`src/rtl/flex_down_timer.sv`:
```
// rtl/flex_down_timer.sv - loadable down-counting interval timer with done pulse and optional auto-reload
//
// Purpose:
//   Generates intervals of a requested length (bit periods, timeouts,
//   inter-packet gaps). A controller loads a length, waits for done, and may
//   let the timer free-run periodically with auto_reload.
//
// Optional feature macro: FLEX_DOWN_PRESCALE_EN
//   When defined, adds the prescale port and an internal prescale counter so
//   that a decrement occurs only on every (prescale+1)-th enabled RUN cycle.
//
// Ports:
//   clk          in   system clock, rising edge
//   n_rst        in   asynchronous active-low reset
//   clear        in   synchronous abort, highest priority after reset
//   load         in   start/restart; samples load_val and auto_reload
//   load_val     in   requested interval in enabled ticks
//   auto_reload  in   periodic mode select, sampled on load
//   count_enable in   tick qualifier
//   prescale     in   ticks per decrement minus 1 (FLEX_DOWN_PRESCALE_EN only)
//   count_out    out  current remaining count
//   busy         out  high while running
//   done         out  one-cycle registered pulse at expiry
//   zero_flag    out  high when count_out == 0

module flex_down_timer #(
    parameter int NUM_CNT_BITS = 4
`ifdef FLEX_DOWN_PRESCALE_EN
    ,
    parameter int PRESCALE_BITS = 4
`endif
) (
    input  logic                     clk,
    input  logic                     n_rst,
    input  logic                     clear,
    input  logic                     load,
    input  logic [NUM_CNT_BITS-1:0]  load_val,
    input  logic                     auto_reload,
    input  logic                     count_enable,
`ifdef FLEX_DOWN_PRESCALE_EN
    input  logic [PRESCALE_BITS-1:0] prescale,
`endif
    output logic [NUM_CNT_BITS-1:0]  count_out,
    output logic                     busy,
    output logic                     done,
    output logic                     zero_flag
);

    typedef enum logic {
        IDLE = 1'b0,
        RUN  = 1'b1
    } state_t;

    state_t                  state;
    logic [NUM_CNT_BITS-1:0] count;
    logic [NUM_CNT_BITS-1:0] reload_val;
    logic                    reload_mode;
    logic                    tick;

`ifdef FLEX_DOWN_PRESCALE_EN
    logic [PRESCALE_BITS-1:0] presc_cnt;

    // A decrement happens on the enabled cycle where the prescale counter has
    // reached the programmed divide value; prescale is compared live.
    assign tick = (state == RUN) && count_enable && (presc_cnt == prescale);

    always_ff @(posedge clk or negedge n_rst) begin
        if (!n_rst) begin
            presc_cnt <= '0;
        end else if (clear || load || (state != RUN) || tick) begin
            presc_cnt <= '0;
        end else if (count_enable) begin
            presc_cnt <= presc_cnt + PRESCALE_BITS'(1);
        end
    end
`else
    assign tick = (state == RUN) && count_enable;
`endif

    always_ff @(posedge clk or negedge n_rst) begin
        if (!n_rst) begin
            state       <= IDLE;
            count       <= '0;
            reload_val  <= '0;
            reload_mode <= 1'b0;
            done        <= 1'b0;
        end else begin
            done <= 1'b0;
            if (clear) begin
                // Abort: any expiry that would have happened this edge is lost.
                state       <= IDLE;
                count       <= '0;
                reload_mode <= 1'b0;
            end else if (load) begin
                if (load_val != '0) begin
                    state       <= RUN;
                    count       <= load_val;
                    reload_val  <= load_val;
                    reload_mode <= auto_reload;
                end else begin
                    // Zero-length interval expires immediately.
                    state <= IDLE;
                    count <= '0;
                    done  <= 1'b1;
                end
            end else if (tick) begin
                // In RUN the count is never 0, so the terminal check on 1
                // guarantees no underflow through all-ones.
                if (count == NUM_CNT_BITS'(1)) begin
                    done <= 1'b1;
                    if (reload_mode) begin
                        count <= reload_val;
                    end else begin
                        count <= '0;
                        state <= IDLE;
                    end
                end else begin
                    count <= count - NUM_CNT_BITS'(1);
                end
            end
        end
    end

    assign count_out = count;
    assign busy      = (state == RUN);
    assign zero_flag = (count == '0);

endmodule
```
`config.mk`:
```
export PLATFORM = sky130hd
export DESIGN_NAME = flex_down_timer
export DESIGN_NICKNAME = d
export VERILOG_FILES = /design/src/rtl/flex_down_timer.sv
export SDC_FILE = /design/constraint.sdc
export NUM_CORES = 1
export LEC_CHECK = 0
export ABC_CLOCK_PERIOD_IN_PS = 1800
export BUFFER_PORTS_ARGS = -buffer_cell sky130_fd_sc_hd__buf_2
export CORE_UTILIZATION = 40
export CTS_BUF_LIST = sky130_fd_sc_hd__clkbuf_16
export CTS_CLUSTER_DIAMETER = 80
export DETAILED_ROUTE_END_ITERATION = 10
export PLACE_DENSITY = 0.66
export SLEW_MARGIN = 20
export SYNTH_ARGS = -nofsm -noshare
export SYNTH_HDL_FRONTEND = slang
export SYNTH_SLANG_ARGS = --single-unit
```
`constraint.sdc`:
```
create_clock -name clk -period 1.8 [get_ports clk]
set_clock_uncertainty 0.2 [all_clocks]
set_input_delay 0.36 -clock clk [delete_from_list [all_inputs] [get_ports clk]]
set_output_delay 0.36 -clock clk [all_outputs]
set_load 0.02 [all_outputs]
```
==> metrics.txt, run 1 <==
status finished, final reports clean; via density per instance approximately 5.6; root buffer cell clkbuf_16; share of cells above drive strength 1 42.00%; synthesized instance count 69; Die X 41.63 um; Worst-Margin Slew 0.3666 ns; leak pwr 0.4569 nW; Period minus WS final between 1.5 and 2 ns; final setup margin 0.002569 ns; Core ar. 1383 um2; syn nets 82; DRC viols 0; hold depth 2; Yosys reg bits 11; period utilization 99.86%; number of global-route vias before repair ~610; sequential area share after synthesis between 40% and 50%; CP max stage delay 0.40 ns; IO Pins 17; ys flop type dfrtp_1; Pint 0.6528 mW; Pre-Repair DR Iteration Count 4; Clk Latency, worst-skew pair around 0.24 ns; RSZ-0062 raised after global routing yes; Worst path slowest cell dfrtp_2; power share of the combinational group 20.2%; Setup TNS Final 0 ns; Max-Cap Viols 0; Die Y around 42 um; Layout Nets 114; fmax 556.4 MHz; Initial Utilization 45.43%; full die area 1733 um2; CP startpoint kind register; design area 953.4 um2; maximum VDD drop about 580 uV; switching share of total power a little over a quarter; clock tree sinks 11; row count 13; synth warn 0; flop2flop setup slack 0.04 ns; Crit. End Element output pin; critical path arrival 1.24 ns; maximum number of pins on one net before global-route repair 12; first-pass GRT wire length 2808 um; Most Crowded Layer GR met2; mean routed wirelength per cell 15.17 um; met1 usage 27.02%; CTS Buffer Depth 2; clock-pin slew on the worst setup and hold paths 0.04 ns; clock share of power approximately 45%; Top delay family on crit path flip-flops; DP Cell Count 105; count of final hold-check violations 0; via count 643; Area Growth Syn to Fin 51.79%; Pwr per Cell Area around 930 nW/um2; routed wire length 1744 um; Psw 0.2344 mW; Critical Path RT between 1 and 1.5 ns; Max-slew headroom 75.25%; met2 Track Usage GR 35.63%; reg2reg start count_out[1]; Detailed Route Iter0 Violations 17; post-route ant nets 0; pre-CTS setup slack 0.004782 ns; CP Class reg2out; Reg power frac 34.4%; synthesized area per cell 9.103 um2; global route total overflow 0; fin cells 115; Final Util between 60% and 70%; endpoints failing setup 0; antenna violations before repair 0; most frequent cells in the layout buf_2, nand2_1, dfrtp_1; Netlist cell types 28; Buf/Inv on CP 3; EDFF count, synth 0; antenna cell count 0; most common cell after layout, fill and taps aside buf_2; Final Hold Slack 0.1648 ns; GRT Resource Usage Total 22.30%; number of port buffers 16; DPL Wire Length 1174 um; Reg-to-Reg End count_out[2]; max-slew violations 0; worst-path maximum fanout 2; hold_sp clear; most used cell, CP buf_6; reg2reg path depth 6; Async S/R FF share, synth 100.0%; Min-Delay Endpoint reload_mode; GP Congestion 0.8059; H-tree Lvls 1; worst min-delay path category in2reg; Area after DPL between 700 and 800 um2; GR Util met3 7.826%; Critical Path, Cell by Cell buf_6 -> inv_4 -> ha_4 -> nor3b_4 -> buf_6; CTS buffer count 3; Post-Syn Area roughly 630 um2; CTS tree yes; Total Power 0.8872 mW
## timing repair
action | in CTS | in global routing
setup buffers | 2 | 3
hold buffers | 1 | 0
pin swaps | 0 | 1
setup endpoints to repair | 2 | 5
endpoints found under the hold margin | 11 | 0
resized for setup | 6 | 9
## cell usage after synthesis, types with 2 or more instances
library cell	instances	area (um2)
nand3b_1	2	15.01
o21ai_0	4	20.02
nand3_1	2	10.01
inv_1	3	11.26
nor2_1	8	30.03
a22o_1	2	17.52
ha_1	3	37.54
dfrtp_1	11	275.3
a21oi_1	2	10.01
nand2_1	13	48.80
nor3_1	2	10.01
## flip-flops by register name, summed over array words and instances, names as in the netlist
signal and flops:
count_out 4, reload_val 4, reload_mode 1, done 1
busy 1
## kinds of logic after synthesis
family,Yosys count,synth area share (%)
and+or+nand+nor,35,28.29
buffers and inverters,3,1.793
adders and majority gates,3,5.977
AOI/OAI and AO/OA,17,20.12
DFF,11,43.82
## per-layer routing
layer | up-vias | wire length, um
met5 | - | 0
met3 | 6 | 82
met1 | 306 | 743
met2 | 18 | 863
li1 | 313 | -
met4 | 0 | 54
## power by group through the flow
stage               Combinational, mW  Clock, mW  Sequential [mW]
floorplan                      0.0716          0            0.311
global placement                0.142          0            0.301
detailed placement              0.144          0            0.303
CTS                             0.156      0.405            0.302
global route                    0.198      0.418            0.310
finish                          0.179      0.403            0.305
## worst max-delay path by stage
| stage | depth (start not counted) | slack, ns | endpoint | startpoint |
|---|---|---|---|---|
| floorplan | 6 | 0.02 | count_out[2] | count_out[1] |
| global placement | 6 | 0.09 | count_out[2] | count_out[1] |
| detailed placement | 6 | 0.005 | count_out[2] | count_out[1] |
| CTS | 5 | -0.00002 | zero_flag | count_out[0] |
| global route | 5 | -0.06 | zero_flag | count_out[0] |
| finish | 5 | 0.003 | zero_flag | count_out[0] |
## layout make-up
class	count	area (um2)
clock buffer	3	75.07
inverter	3	16.27
fill	114	429.2
tap	15	18.77
sequential	11	277.8
clock inverter	1	3.754
multi-input combinational	55	382.9
timing repair buffer	27	178.9
Note: power is estimated with default switching activity, not from simulation.
==> run 2, diff against run 1 <==
Settings changed: REMOVE_ABC_BUFFERS set to 1.
==> metrics.txt, run 2 (synthesized netlist as in run 1, its figures left out) <==
CP max stage delay 0.39 ns; worst min-delay path category in2reg; critical path arrival roughly 1.7 ns; Area after DPL 764.5 um2; H-tree Lvls 1; count of final hold-check violations 0; clock tree sinks 11; Detailed Route Iter0 Violations 5; via density per instance 5.588; status finished, violations left; leak pwr 0.4521 nW; fillers 111; Die X 41.63 um; CP Class reg2reg; Initial Utilization between 40% and 50%; period utilization 100.1%; mean routed wirelength per cell around 14 um; worst-path maximum fanout 6; share of cells above drive strength 1 about two fifths; RSZ-0062 raised after global routing yes; DPL Wire Length between 1000 and 1500 um; Setup TNS Final -0.001711 ns; fmax 555.0 MHz; CTS tree yes; Core ar. approximately 1400 um2; DRC viols 0; Max-slew headroom between 70% and 80%; maximum VDD drop 755.7 uV; GRT Resource Usage Total around a fifth; Critical Path RT 1.72 ns; full die area roughly 1700 um2; Layout Nets 113; Critical Path, Cell by Cell inv_2 -> ha_2 -> nor3b_4 -> a21boi_2 -> a2111oi_2 -> o32a_2; max-slew violations 0; Pwr per Cell Area around 940 nW/um2; Die Y roughly 42 um; GP Congestion between 0.7 and 0.8; failing checks negative setup slack; Buf/Inv on CP 1; Top delay family on crit path compound AO/OA/AOI/OAI gates; Max-Cap Viols 0; CTS Buffer Depth 2; antenna cell count 0; Area Growth Syn to Fin 49.20%; design area 937.1 um2; root buffer cell clkbuf_16; IO Pins 17; post-route ant nets 0; routed wire length 1603 um; most common cell after layout, fill and taps aside buf_2; row count 13; first-pass GRT wire length 2663 um; endpoints failing setup 1; Worst path slowest cell dfrtp_1; maximum number of pins on one net before global-route repair 12; antenna violations before repair 0; CP startpoint kind register; CTS buffer count 3; Clk Latency, worst-skew pair about 0.24 ns; clock-pin slew on the worst setup and hold paths 0.04 ns; global route total overflow 0; Period minus WS final approximately 1.8 ns; Crit. End Element register; number of global-route vias before repair 611; Worst-Margin Slew 0.3678 ns; final setup margin -0.001711 ns; Pre-Repair DR Iteration Count 4; number of port buffers 16; most frequent cells in the layout buf_2, nand2_1, dfrtp_1; via count around 640
-- run 2: cell count changes in the layout (fill, tap and decap cells not counted) --
cell | previous run | this run
dfrtp_1 | 9 | 11
inv_4 | 2 | 1
inv_2 | 0 | 1
buf_6 | 3 | 2
dfrtp_2 | 2 | 0
-- run 2: final timing paths --
| check | startpoint | end | slack, ns | cells past startpoint |
|---|---|---|---|---|
| setup / recovery | count_out[1] | count_out[2] | -0.002 | 6 |
| hold / removal | load_val[0] | reload_val[0] | 0.17 | 3 |
| setup reg to reg | count_out[1] | count_out[2] | -0.002 | 6 |
| hold reg to reg | reload_val[1] | reload_val[1] | 0.28 | 2 |
| max in group asynchronous | n_rst | count_out[0] | 0.88 | 2 |
| min in group asynchronous | n_rst | reload_val[1] | 0.32 | 2 |
-- run 2: routing by layer --
metal	global-route usage (%)	wire, um	share of wire [%]	vias up
met4	9.677	31	1.9	0
met5	0	0	0	-
met1	26.39	744	46	300
li1	-	-	-	316
met3	5.217	53	3.3	4
met2	31.56	774	48	17
-- run 2: layout make-up --
cell class                 instances  area (um2)  share of cell area, %
clock buffer                       3       75.07                  8.011
clock inverter                     1       3.754                 0.4005
inverter                           3       13.76                  1.469
multi-input combinational         55       382.9                  40.85
sequential                        11       275.3                  29.37
tap                               15       18.77                  2.003
timing repair buffer              26       167.7                  17.89
-- run 2: repair_timing --
action / CTS / global route
hold buffers: 1 / 0
setup buffers: 0 / 4
endpoints found under the setup margin: 2 / 5
cloned: 0 / 0
gates resized for setup: 5 / 9
pin swaps: 0 / 1
hold endpoints to repair: 11 / 0
-- run 2: worst register-to-register path: stages, from the launching register on --
cell       delay (ns)
dfrtp_1          0.39
inv_2            0.10
ha_2             0.19
nor3b_4          0.30
a21boi_2         0.24
a2111oi_2        0.06
o32a_2           0.20
-- run 2: per-stage QoR --
step	hold slack (ns)	total power, mW	utilization (%)	cells	setup slack, ns
finish	0.1682	0.8833	67.78	114	-0.001711
global route	0.1901	0.9119	67.78	114	-0.06855
CTS	0.1691	0.8526	62.99	110	-0.01196
detailed placement	0.04255	0.4412	55.29	105	-0.001330
global placement	0.04546	0.4390	55.29	105	0.06918
floorplan	-0.1356	0.3787	-	69	-0.06635
-- run 2: power breakdown --
part           leakage [nW]  total (mW)  internal, mW  switching (mW)
clock network        0.0423       0.406         0.292           0.114
registers             0.141       0.304         0.272          0.0326
logic                 0.269       0.173        0.0858          0.0873
total                 0.452       0.883         0.650           0.234
==> run 3, diff against run 2 <==
--- a/config.mk
+++ b/config.mk
@@ -14,3 +14,2 @@
 export PLACE_DENSITY = 0.66
-export REMOVE_ABC_BUFFERS = 1
 export SLEW_MARGIN = 20
--- a/constraint.sdc
+++ b/constraint.sdc
@@ -4,2 +4,2 @@
 set_output_delay 0.36 -clock clk [all_outputs]
-set_load 0.02 [all_outputs]
+set_load 0.1 [all_outputs]
==> metrics.txt, run 3 (synthesized netlist as in run 1, its figures left out) <==
Critical Path RT between 1 and 1.5 ns; antenna violations before repair 0; Max-Cap Viols 0; GRT Resource Usage Total 22.49%; Period minus WS final 1.960 ns; leak pwr 0.4729 nW; met1 usage ~28%; Initial Utilization 45.43%; number of port buffers 16; period utilization 108.9%; worst min-delay path category in2reg; Area Growth Syn to Fin 60.76%; Clk Latency, worst-skew pair roughly 0.24 ns; count of final hold-check violations 0; antenna cell count 0; maximum number of pins on one net before global-route repair 12; share of cells above drive strength 1 45.10%; routed wire length 1665 um; first-pass GRT wire length ~2800 um; global route total overflow 0; Pwr per Cell Area between 900 and 1000 nW/um2; pre-CTS setup slack 0.02988 ns; most common cell after layout, fill and taps aside buf_2; Detailed Route Iter0 Violations 21; Worst-Margin Slew roughly 0.49 ns; CTS Buffer Depth 2; critical path arrival 1.40 ns; CP startpoint kind register; final setup margin -0.1598 ns; Die X 41.63 um; post-route ant nets 0; GR Util met3 6.522%; Layout Nets 116; DRC viols 0; worst-path maximum fanout 2; H-tree Lvls 1; Total Power 1.000 mW; CTS buffer count 3; Pre-Repair DR Iteration Count 4; IO Pins 17; fin cells around 120; Core ar. around 1400 um2; status finished, violations left; RSZ-0062 raised after global routing yes; DPL Wire Length around 1100 um; mean routed wirelength per cell about 14 um; row count 13; Max-slew headroom 67.75%; DP Cell Count 107; clock-pin slew on the worst setup and hold paths 0.04 ns; most frequent cells in the layout buf_2, nand2_1, buf_4; Die Y 41.63 um; root buffer cell clkbuf_16; failing checks negative setup slack; full die area 1733 um2; number of global-route vias before repair 644; Crit. End Element output pin; via count 667; Most Crowded Layer GR met2; CTS tree yes; GP Congestion 0.8212; CP Class reg2out; met2 Track Usage GR 34.69%; fmax 510.3 MHz; endpoints failing setup 3; maximum VDD drop 695.6 uV; via density per instance ~5.7; clock tree sinks 11; max-slew violations 0
-- run 3: cell types whose count changed in the layout (fill, tap and decap cells not counted), sizes merged --
cell  delta
buf      +3
-- run 3: what timing repair did --
action / CTS / global route
pin swaps: 2 / 1
setup endpoints to repair: 1 / 6
hold endpoints to repair: 11 / 0
setup buffers: 4 / 1
gates resized for setup: 4 / 5
hold buffers: 1 / 0
-- run 3: per-layer routing --
layer  share of wire, %  vias to the layer above
met4                2.6                        0
met1                 45                      330
li1                   -                      316
met5                  0                        -
met2                 49                       16
met3                3.8                        5
-- run 3: metrics by stage --
step                utilization, %  cell area, um2  TNS, ns  hold WS [ns]
finish                       73.03            1010  -0.2203        0.1703
global route                 73.03            1010  -0.4567        0.1836
CTS                          71.95           994.7  -0.1927        0.1634
detailed placement           61.90           855.8        0       0.04891
global placement             61.90           855.8        0       0.04327
floorplan                        -           674.4  -0.7536       -0.1356
-- run 3: power by group --
part	switching [mW]	internal, mW	leakage (nW)	total, mW
logic	0.183	0.106	0.297	0.289
registers	0.0299	0.276	0.134	0.305
clock network	0.114	0.292	0.0423	0.406
-- run 3: worst paths after layout --
path	end	startpoint	slack, ns	depth (start not counted)
min	reload_mode	clear	0.17	2
max in group asynchronous	count_out[0]	n_rst	0.81	2
min reg2reg	reload_val[1]	reload_val[1]	0.29	2
max reg2reg	count_out[2]	count_out[0]	-0.03	6
min in group asynchronous	reload_val[3]	n_rst	0.35	2
max	zero_flag	count_out[0]	-0.16	5
-- run 3: final cells by class --
cell class / instances / area [um2]
Multi-Input combinational cell: 55 / 387.9
Fill cell: 111 / 372.9
Sequential cell: 11 / 286.5
Timing Repair Buffer: 29 / 221.5
Clock buffer: 3 / 75.07
Tap cell: 15 / 18.77
Inverter: 3 / 16.27
Clock inverter: 1 / 3.754
-- run 3: critical path, stage by stage, from the launching register on --
cell     delay (ns)
dfrtp_4        0.47
buf_6          0.13
inv_4          0.05
ha_4           0.11
nor3b_4        0.20
buf_12         0.20
